## src/rtl/clk_div_cfg_ctrl.sv

```systemverilog
// Configuration sequencer in front of the runtime-configurable clock divider.
// Optional timeout monitor enabled by defining CLK_DIV_CFG_CTRL_TIMEOUT_EN.
module clk_div_cfg_ctrl #(
  parameter int DIV_VALUE_WIDTH   = 4,
  parameter int DEFAULT_DIV_VALUE = 0,
  parameter int SETTLE_CYCLES     = 4,
  parameter int TIMEOUT_CYCLES    = 64
) (
  input  logic                       clk_i,
  input  logic                       rst_i,
  input  logic [DIV_VALUE_WIDTH-1:0] cfg_div_i,
  input  logic                       cfg_valid_i,
  output logic                       cfg_ready_o,
  output logic [DIV_VALUE_WIDTH-1:0] div_o,
  output logic                       div_valid_o,
  input  logic                       div_ready_i,
  output logic [DIV_VALUE_WIDTH-1:0] cur_div_o,
  output logic                       busy_o,
  output logic                       pending_o,
  output logic                       timeout_o,
  input  logic                       timeout_clr_i
);

  localparam int SCW = (SETTLE_CYCLES > 0) ? $clog2(SETTLE_CYCLES + 1) : 1;
  localparam logic [DIV_VALUE_WIDTH-1:0] DEF_DIV = DIV_VALUE_WIDTH'(DEFAULT_DIV_VALUE);

  if (DEFAULT_DIV_VALUE < 0 || DEFAULT_DIV_VALUE >= (1 << DIV_VALUE_WIDTH)) begin : g_bad_default
    $error("DEFAULT_DIV_VALUE does not fit in DIV_VALUE_WIDTH bits");
  end
  if (TIMEOUT_CYCLES < 1) begin : g_bad_timeout
    $error("TIMEOUT_CYCLES must be >= 1");
  end

  typedef enum logic [1:0] {IDLE, REQ, SETTLE} state_e;

  state_e                     state_q, state_d;
  logic                       pending_q, pending_d;
  logic [DIV_VALUE_WIDTH-1:0] pend_val_q, pend_val_d;
  logic [DIV_VALUE_WIDTH-1:0] div_q, div_d;
  logic                       div_valid_q, div_valid_d;
  logic [DIV_VALUE_WIDTH-1:0] cur_div_q, cur_div_d;
  logic [SCW-1:0]             settle_cnt_q, settle_cnt_d;
  logic                       accept;

  assign cfg_ready_o = ~pending_q;
  assign accept      = cfg_valid_i & ~pending_q;

  always_comb begin
    state_d      = state_q;
    pending_d    = pending_q;
    pend_val_d   = pend_val_q;
    div_d        = div_q;
    div_valid_d  = div_valid_q;
    cur_div_d    = cur_div_q;
    settle_cnt_d = settle_cnt_q;
    unique case (state_q)
      IDLE: begin
        // A draining slot blocks new requests for this cycle (ready is low).
        if (pending_q) begin
          pending_d = 1'b0;
          if (pend_val_q != cur_div_q) begin
            div_d       = pend_val_q;
            div_valid_d = 1'b1;
            state_d     = REQ;
          end
        end else if (accept && (cfg_div_i != cur_div_q)) begin
          div_d       = cfg_div_i;
          div_valid_d = 1'b1;
          state_d     = REQ;
        end
      end
      REQ: begin
        if (accept) begin
          pending_d  = 1'b1;
          pend_val_d = cfg_div_i;
        end
        if (div_valid_q && div_ready_i) begin
          cur_div_d    = div_q;
          div_valid_d  = 1'b0;
          settle_cnt_d = '0;
          state_d      = (SETTLE_CYCLES == 0) ? IDLE : SETTLE;
        end
      end
      SETTLE: begin
        if (accept) begin
          pending_d  = 1'b1;
          pend_val_d = cfg_div_i;
        end
        if (int'(settle_cnt_q) == SETTLE_CYCLES - 1) begin
          state_d = IDLE;
        end else begin
          settle_cnt_d = settle_cnt_q + SCW'(1);
        end
      end
      default: state_d = IDLE;
    endcase
  end

  always_ff @(posedge clk_i or posedge rst_i) begin
    if (rst_i) begin
      state_q      <= IDLE;
      pending_q    <= 1'b0;
      pend_val_q   <= '0;
      div_q        <= DEF_DIV;
      div_valid_q  <= 1'b0;
      cur_div_q    <= DEF_DIV;
      settle_cnt_q <= '0;
    end else begin
      state_q      <= state_d;
      pending_q    <= pending_d;
      pend_val_q   <= pend_val_d;
      div_q        <= div_d;
      div_valid_q  <= div_valid_d;
      cur_div_q    <= cur_div_d;
      settle_cnt_q <= settle_cnt_d;
    end
  end

  assign div_o       = div_q;
  assign div_valid_o = div_valid_q;
  assign cur_div_o   = cur_div_q;
  assign pending_o   = pending_q;
  assign busy_o      = (state_q != IDLE) | pending_q;

`ifdef CLK_DIV_CFG_CTRL_TIMEOUT_EN
  localparam int TCW = $clog2(TIMEOUT_CYCLES + 1);

  logic [TCW-1:0] to_cnt_q, to_cnt_d;
  logic           timeout_q, timeout_d;
  logic           timeout_set;

  // Held at zero outside REQ, so entering REQ always starts a fresh count;
  // the count saturates so the flag is raised once per stalled request.
  always_comb begin
    to_cnt_d    = to_cnt_q;
    timeout_d   = timeout_q;
    timeout_set = 1'b0;
    if (state_q != REQ || div_ready_i) begin
      to_cnt_d = '0;
    end else if (int'(to_cnt_q) != TIMEOUT_CYCLES) begin
      to_cnt_d    = to_cnt_q + TCW'(1);
      timeout_set = (int'(to_cnt_q) == TIMEOUT_CYCLES - 1);
    end
    if (timeout_set) begin
      timeout_d = 1'b1;
    end else if (timeout_clr_i) begin
      timeout_d = 1'b0;
    end
  end

  always_ff @(posedge clk_i or posedge rst_i) begin
    if (rst_i) begin
      to_cnt_q  <= '0;
      timeout_q <= 1'b0;
    end else begin
      to_cnt_q  <= to_cnt_d;
      timeout_q <= timeout_d;
    end
  end

  assign timeout_o = timeout_q;
`else
  logic unused_timeout_clr;
  assign unused_timeout_clr = timeout_clr_i;
  assign timeout_o          = 1'b0;
`endif

endmodule

```

## config.mk

```make
export PLATFORM = sky130hd
export DESIGN_NAME = clk_div_cfg_ctrl
export DESIGN_NICKNAME = d
export VERILOG_FILES = /design/src/rtl/clk_div_cfg_ctrl.sv
export SDC_FILE = /design/constraint.sdc
export NUM_CORES = 1
export LEC_CHECK = 0
export CAP_MARGIN = 15
export CORE_ASPECT_RATIO = 0.9
export CORE_UTILIZATION = 45
export CTS_CLUSTER_DIAMETER = 100
export CTS_CLUSTER_SIZE = 24
export DETAILED_ROUTE_END_ITERATION = 10
export PLACE_DENSITY = 0.77
export SETUP_SLACK_MARGIN = 0.02
export SLEW_MARGIN = 20
export SYNTH_ARGS = -nofsm -noshare
export SYNTH_HDL_FRONTEND = slang
export SYNTH_SLANG_ARGS = --single-unit
export TNS_END_PERCENT = 100
```

## constraint.sdc

```tcl
create_clock -name clk_i -period 1.9 [get_ports clk_i]
set_input_delay 0.19 -clock clk_i [delete_from_list [all_inputs] [get_ports clk_i]]
set_output_delay 0.19 -clock clk_i [all_outputs]
set_load 0.05 [all_outputs]
```

* Word level (Yosys, flattened, before mapping)
Index checks and enable logic that the tools add are counted.
Storage, ports and cells: input bits 9, register bits 19, output and inout bits 13
Operators by class: add/subtract/negate cells 1, reductions and logical operators 16, equality and inequality tests 12, bitwise operators 3, multiplexer cells 19
Operators by type and width (count):
- $mux 4 | 3
- $mux 2 | 5
- $reduce_bool 2->1 | 5
- $ne 4x4->1 | 2
- $reduce_and 4->1 | 2
- $mux 3 | 2
- $ne 2x2->1 const B | 3
- $ne 3x3->1 const B | 2
- $pmux 2 s3 | 1
- $pmux 3 s2 | 1
- $reduce_and 2->1 | 3
- $reduce_and 3->1 | 2
- $mux 1 | 5
- $ne 2x1->1 const B | 2
- $pmux 1 s2 | 2
- $add 3x1->3 const B | 1
- $eq 3x3->1 const B | 1
- $eq 2x1->1 const B | 1
- $eq 2x2->1 const B | 1
- $logic_and 1x1->1 | 2
- $logic_not 2->1 | 1
- $reduce_or 2->1 | 1
- $and 1x1->1 | 1
- $not 1->1 | 1
- $or 1x1->1 | 1

* Longest topological paths before layout
depth in word-level cells 6, depth in mapped cells 6, mapped depth without buffers 6

* Worst setup path before layout
OpenSTA, ideal clock, no wires.
kind flip-flop to flip-flop, start point register pending_q, in the netlist pending_o, end point register state_q[1], cell stages (with the launch flop) 5, required time 1.772 ns, arrival 1.748 ns, setup time 0.128 ns, path buffers 0, slack 0.024 ns, cells stage by stage dfrtp_1 inv_2 a31o_4 o21bai_1 mux2_1
On the way: longest elaborated chain between the ends 5
RTL lines:
- start: declaration | RTL line 37 | logic pending_q, pending_d;
- start signal: assignment | RTL line 110 | pending_q <= pending_d;
- $not 1->1
- net cfg_ready_o | RTL line 13 | output logic cfg_ready_o,
- $and 1x1->1 | RTL line 46 | assign accept = cfg_valid_i & ~pending_q;
- $logic_and 1x1->1 | RTL line 66 | end else if (accept && (cfg_div_i != cur_div_q)) begin
- $ne 3x3->1 (no line)
- $reduce_and 4->1 (no line)
- end signal: assignment | RTL line 109 | state_q <= state_d;
- end: declaration | RTL line 36 | state_e state_q, state_d;
The timed path passes the listed nets, and every way through them passes these cells. A chain may end at the register's enable or synchronous reset.

* Worst setup path after layout
start point register cur_div_q[0], in the netlist cur_div_o[0], end point output port cur_div_o[0]
RTL lines:
- start: declaration | RTL line 41 | logic [DIV_VALUE_WIDTH-1:0] cur_div_q, cur_div_d;
- start signal: assignment | RTL line 114 | cur_div_q <= cur_div_d;
- end: declaration | RTL line 17 | output logic [DIV_VALUE_WIDTH-1:0] cur_div_o,
No word-level cell between the ends.

==> flow_metrics.env <==
export IMPL_status="finished clean"
export IMPL_cts_buffer_depth=2
export IMPL_wl_met3_um=87
export IMPL_grt_pass1_vias=653
export IMPL_drive_above_1_share_pct=24.8
export IMPL_fin_crit_ps=1770
export IMPL_root_buffer="clkbuf_4"
export IMPL_yosysSeqAreaShare_pct=44.6
export IMPL_rsz0062_at_grt="no"
export IMPL_wl_met2_um=889
export IMPL_setup_viol=0
export IMPL_critPathBufInv=1
export IMPL_top_layer_used="met4"
export IMPL_synth_seq_cells=19
export IMPL_numCtsBuffers=3
export IMPL_dp_hpwl_um=1520
export IMPL_wl_per_cell_um=13.7
export IMPL_crit_type="reg -> out"
export IMPL_slew_viol_final=0
export IMPL_crit_required_ps=1710
export IMPL_cts_sinks=19
export IMPL_syn_num_nets=107
export IMPL_min_path_type="in -> async"
export IMPL_grt_first_pass_wirelength_um=3060
export IMPL_yosysUniqueCellTypes=27
export IMPL_crit_fanout=4
export IMPL_drv_cap=0
export IMPL_worstPathArrival_ps=1580
export IMPL_routed_wirelength_um=1970
export IMPL_dieHeight_um=48.2
export IMPL_synth_area_leaders="dfrtp_1 45%, mux2_2 13%, xnor2_1 6.6%"
export IMPL_antenna_found_initial=0
export IMPL_num_rows=16
export IMPL_clkLatencyLatePin_ps=290
export IMPL_nFillCells=185
export IMPL_critPathSlowestCell="clkdlybuf4s50_1"
export IMPL_max_slew_margin_pct=66.3
export IMPL_clkTransAtPathRegs_ps=110
export IMPL_crit_chain="clkdlybuf4s50_1"
export IMPL_port_buffers=19
export IMPL_critPathLaunch="cur_div_o[0]"
export IMPL_drtIter0Drc=6
export IMPL_via_count=734
export IMPL_core_area_um2=2200
export IMPL_tightest_slew_ps=504
export IMPL_finalCritPeriodShare_pct=93.0
export IMPL_cts_tree="built"
export IMPL_grt_max_degree=20
export IMPL_synth_top_area_share_pct=44.6
export IMPL_max_stage_delay_ps=830
export IMPL_die_area_um2=2570
export IMPL_syn_avg_cell_area_um2=11.5
export IMPL_globalplace_congestion=0.768
export IMPL_io_pins=22
export IMPL_synth_warnings=0
export IMPL_postCtsSetupBuffers=0
export IMPL_netlist_area_um2=1070
export IMPL_fin_setup_tns_ps=0
export IMPL_drc=0
export IMPL_r2r_start="settle_cnt_q[0]"
export IMPL_critPathTopFamily="buffers and inverters"
export IMPL_viasPerCell=5.10
export IMPL_fmax_ghz=0.566
export IMPL_wl_met1_um=981
export IMPL_yosysTopAreaCell="dfrtp_1"
export IMPL_hold_viol_final=0
export IMPL_grt_usage_pct=17.4
export IMPL_n_antenna_cell=0
export IMPL_syn_inst=93
export IMPL_htreeDepth=1
export IMPL_die_w_um=53.3
export IMPL_start_kind="flop"
export IMPL_ant_nets=0
export IMPL_grt_ovfl_total=0
export IMPL_timing_hold_ws_ps=216
export IMPL_start_util_pct=48.4
export IMPL_nNetsFinal=132
export IMPL_area_growth_syn_to_layout_pct=24.1
export IMPL_finClkSkew_ps=7.51
export IMPL_cp_end_kind="primary output"
export IMPL_dr_pass1_iters=4
cell type report:
type | count | area, µm² | share of cell area (%)
inverter | 8 | 30.0 | 2.27
multi-input combinational | 65 | 553 | 41.8
clock buffer | 3 | 22.5 | 1.70
tap | 27 | 33.8 | 2.55
timing repair buffer | 21 | 203 | 15.3
clock inverter | 1 | 5.00 | 0.378
sequential | 19 | 475 | 36.0
placed cells by master (no fill, tap or decap):
cell type and count:
nand4_1 1, a31o_4 1, inv_1 7, dfrtp_1 19, a21oi_1 3, nand2_1 8
buf_4 4, clkbuf_4 3, nor2_1 2, o211a_1 1, a22oi_1 1, o21bai_1 1
nand2_4 1, o21ai_0 6, mux2_1 1, ha_1 5, a211oi_2 1, and2_1 1
nor2b_1 1, clkinv_2 1, a41oi_2 1, inv_2 1, dlymetal6s2s_1 1, mux2_2 12
conb_1 1, clkdlybuf4s50_1 16, nor3_1 2, mux2_4 4, nand3_1 2, nand2b_1 1
xnor2_1 8
synth_stat cells:
library cell,instances
a21oi_1,3
o211a_1,1
nand2_4,1
and2_1,1
mux2_4,4
a41oi_2,1
xnor2_1,8
inv_1,7
nor2b_1,1
ha_1,5
conb_1,1
dfrtp_1,19
nand2_1,8
mux2_1,1
a22oi_1,1
mux2_2,12
o21ai_0,6
buf_4,1
o21bai_1,1
a31o_4,1
nand4_1,1
nor3_1,2
nand3_1,2
nand2b_1,1
nor2_1,2
a211oi_2,1
inv_2,1
flip-flops by register name, summed over array words and instances, names as in the netlist:
| name | count |
|---|---|
| cur_div_o | 4 |
| div_o | 4 |
| pend_val_q | 4 |
| settle_cnt_q | 3 |
| state_q | 2 |
| div_valid_o | 1 |
| pending_o | 1 |
path summary, 6_finish.rpt:
| path | to | slack [ps] | cells after the start |
|---|---|---|---|
| min in group clk_i | pending_o | 510 | 3 |
| min | div_o[3] | 220 | 3 |
| min reg2reg | state_q[1] | 530 | 1 |
| max in group asynchronous | pend_val_q[1] | 1480 | 3 |
| max reg2reg | state_q[1] | 140 | 5 |
| max | cur_div_o[0] | 130 | 1 |
logic make-up (layout without fill, tap and decap cells):
logic type | after synthesis | after routing | share of synthesized area [%]
compound gates | 15 | 15 | 10.9
xor+xnor | 8 | 8 | 6.57
other cells | 1 | 1 | 0.352
fa+ha+maj | 5 | 5 | 5.87
mux | 17 | 17 | 19.4
flops | 19 | 19 | 44.6
buf+inv | 9 | 33 | 3.52
simple gates | 19 | 19 | 8.80
metal layers:
metal,vias up,track usage (%)
li1,365,-
met3,2,6.23
met5,-,0
met1,351,24.5
met4,0,3.16
met2,16,26.0
per-stage QoR:
step                setup WS [ps]  instances  util (%)  area [µm²]
floorplan                    24.3         93         -        1070
global placement             40.6        140      58.7        1290
detailed placement           17.3        140      58.7        1290
CTS                          22.4        144      59.9        1320
global route                 23.7        144      60.1        1320
finish                        133        144      60.1        1320
timing repair:
action,CTS,global route
setup endpoints to repair,0,1
hold buffers,0,0
resized for setup,0,1
Power is not shown: default switching activity piles up to over one toggle a cycle in this logic, so the estimate is an artifact.
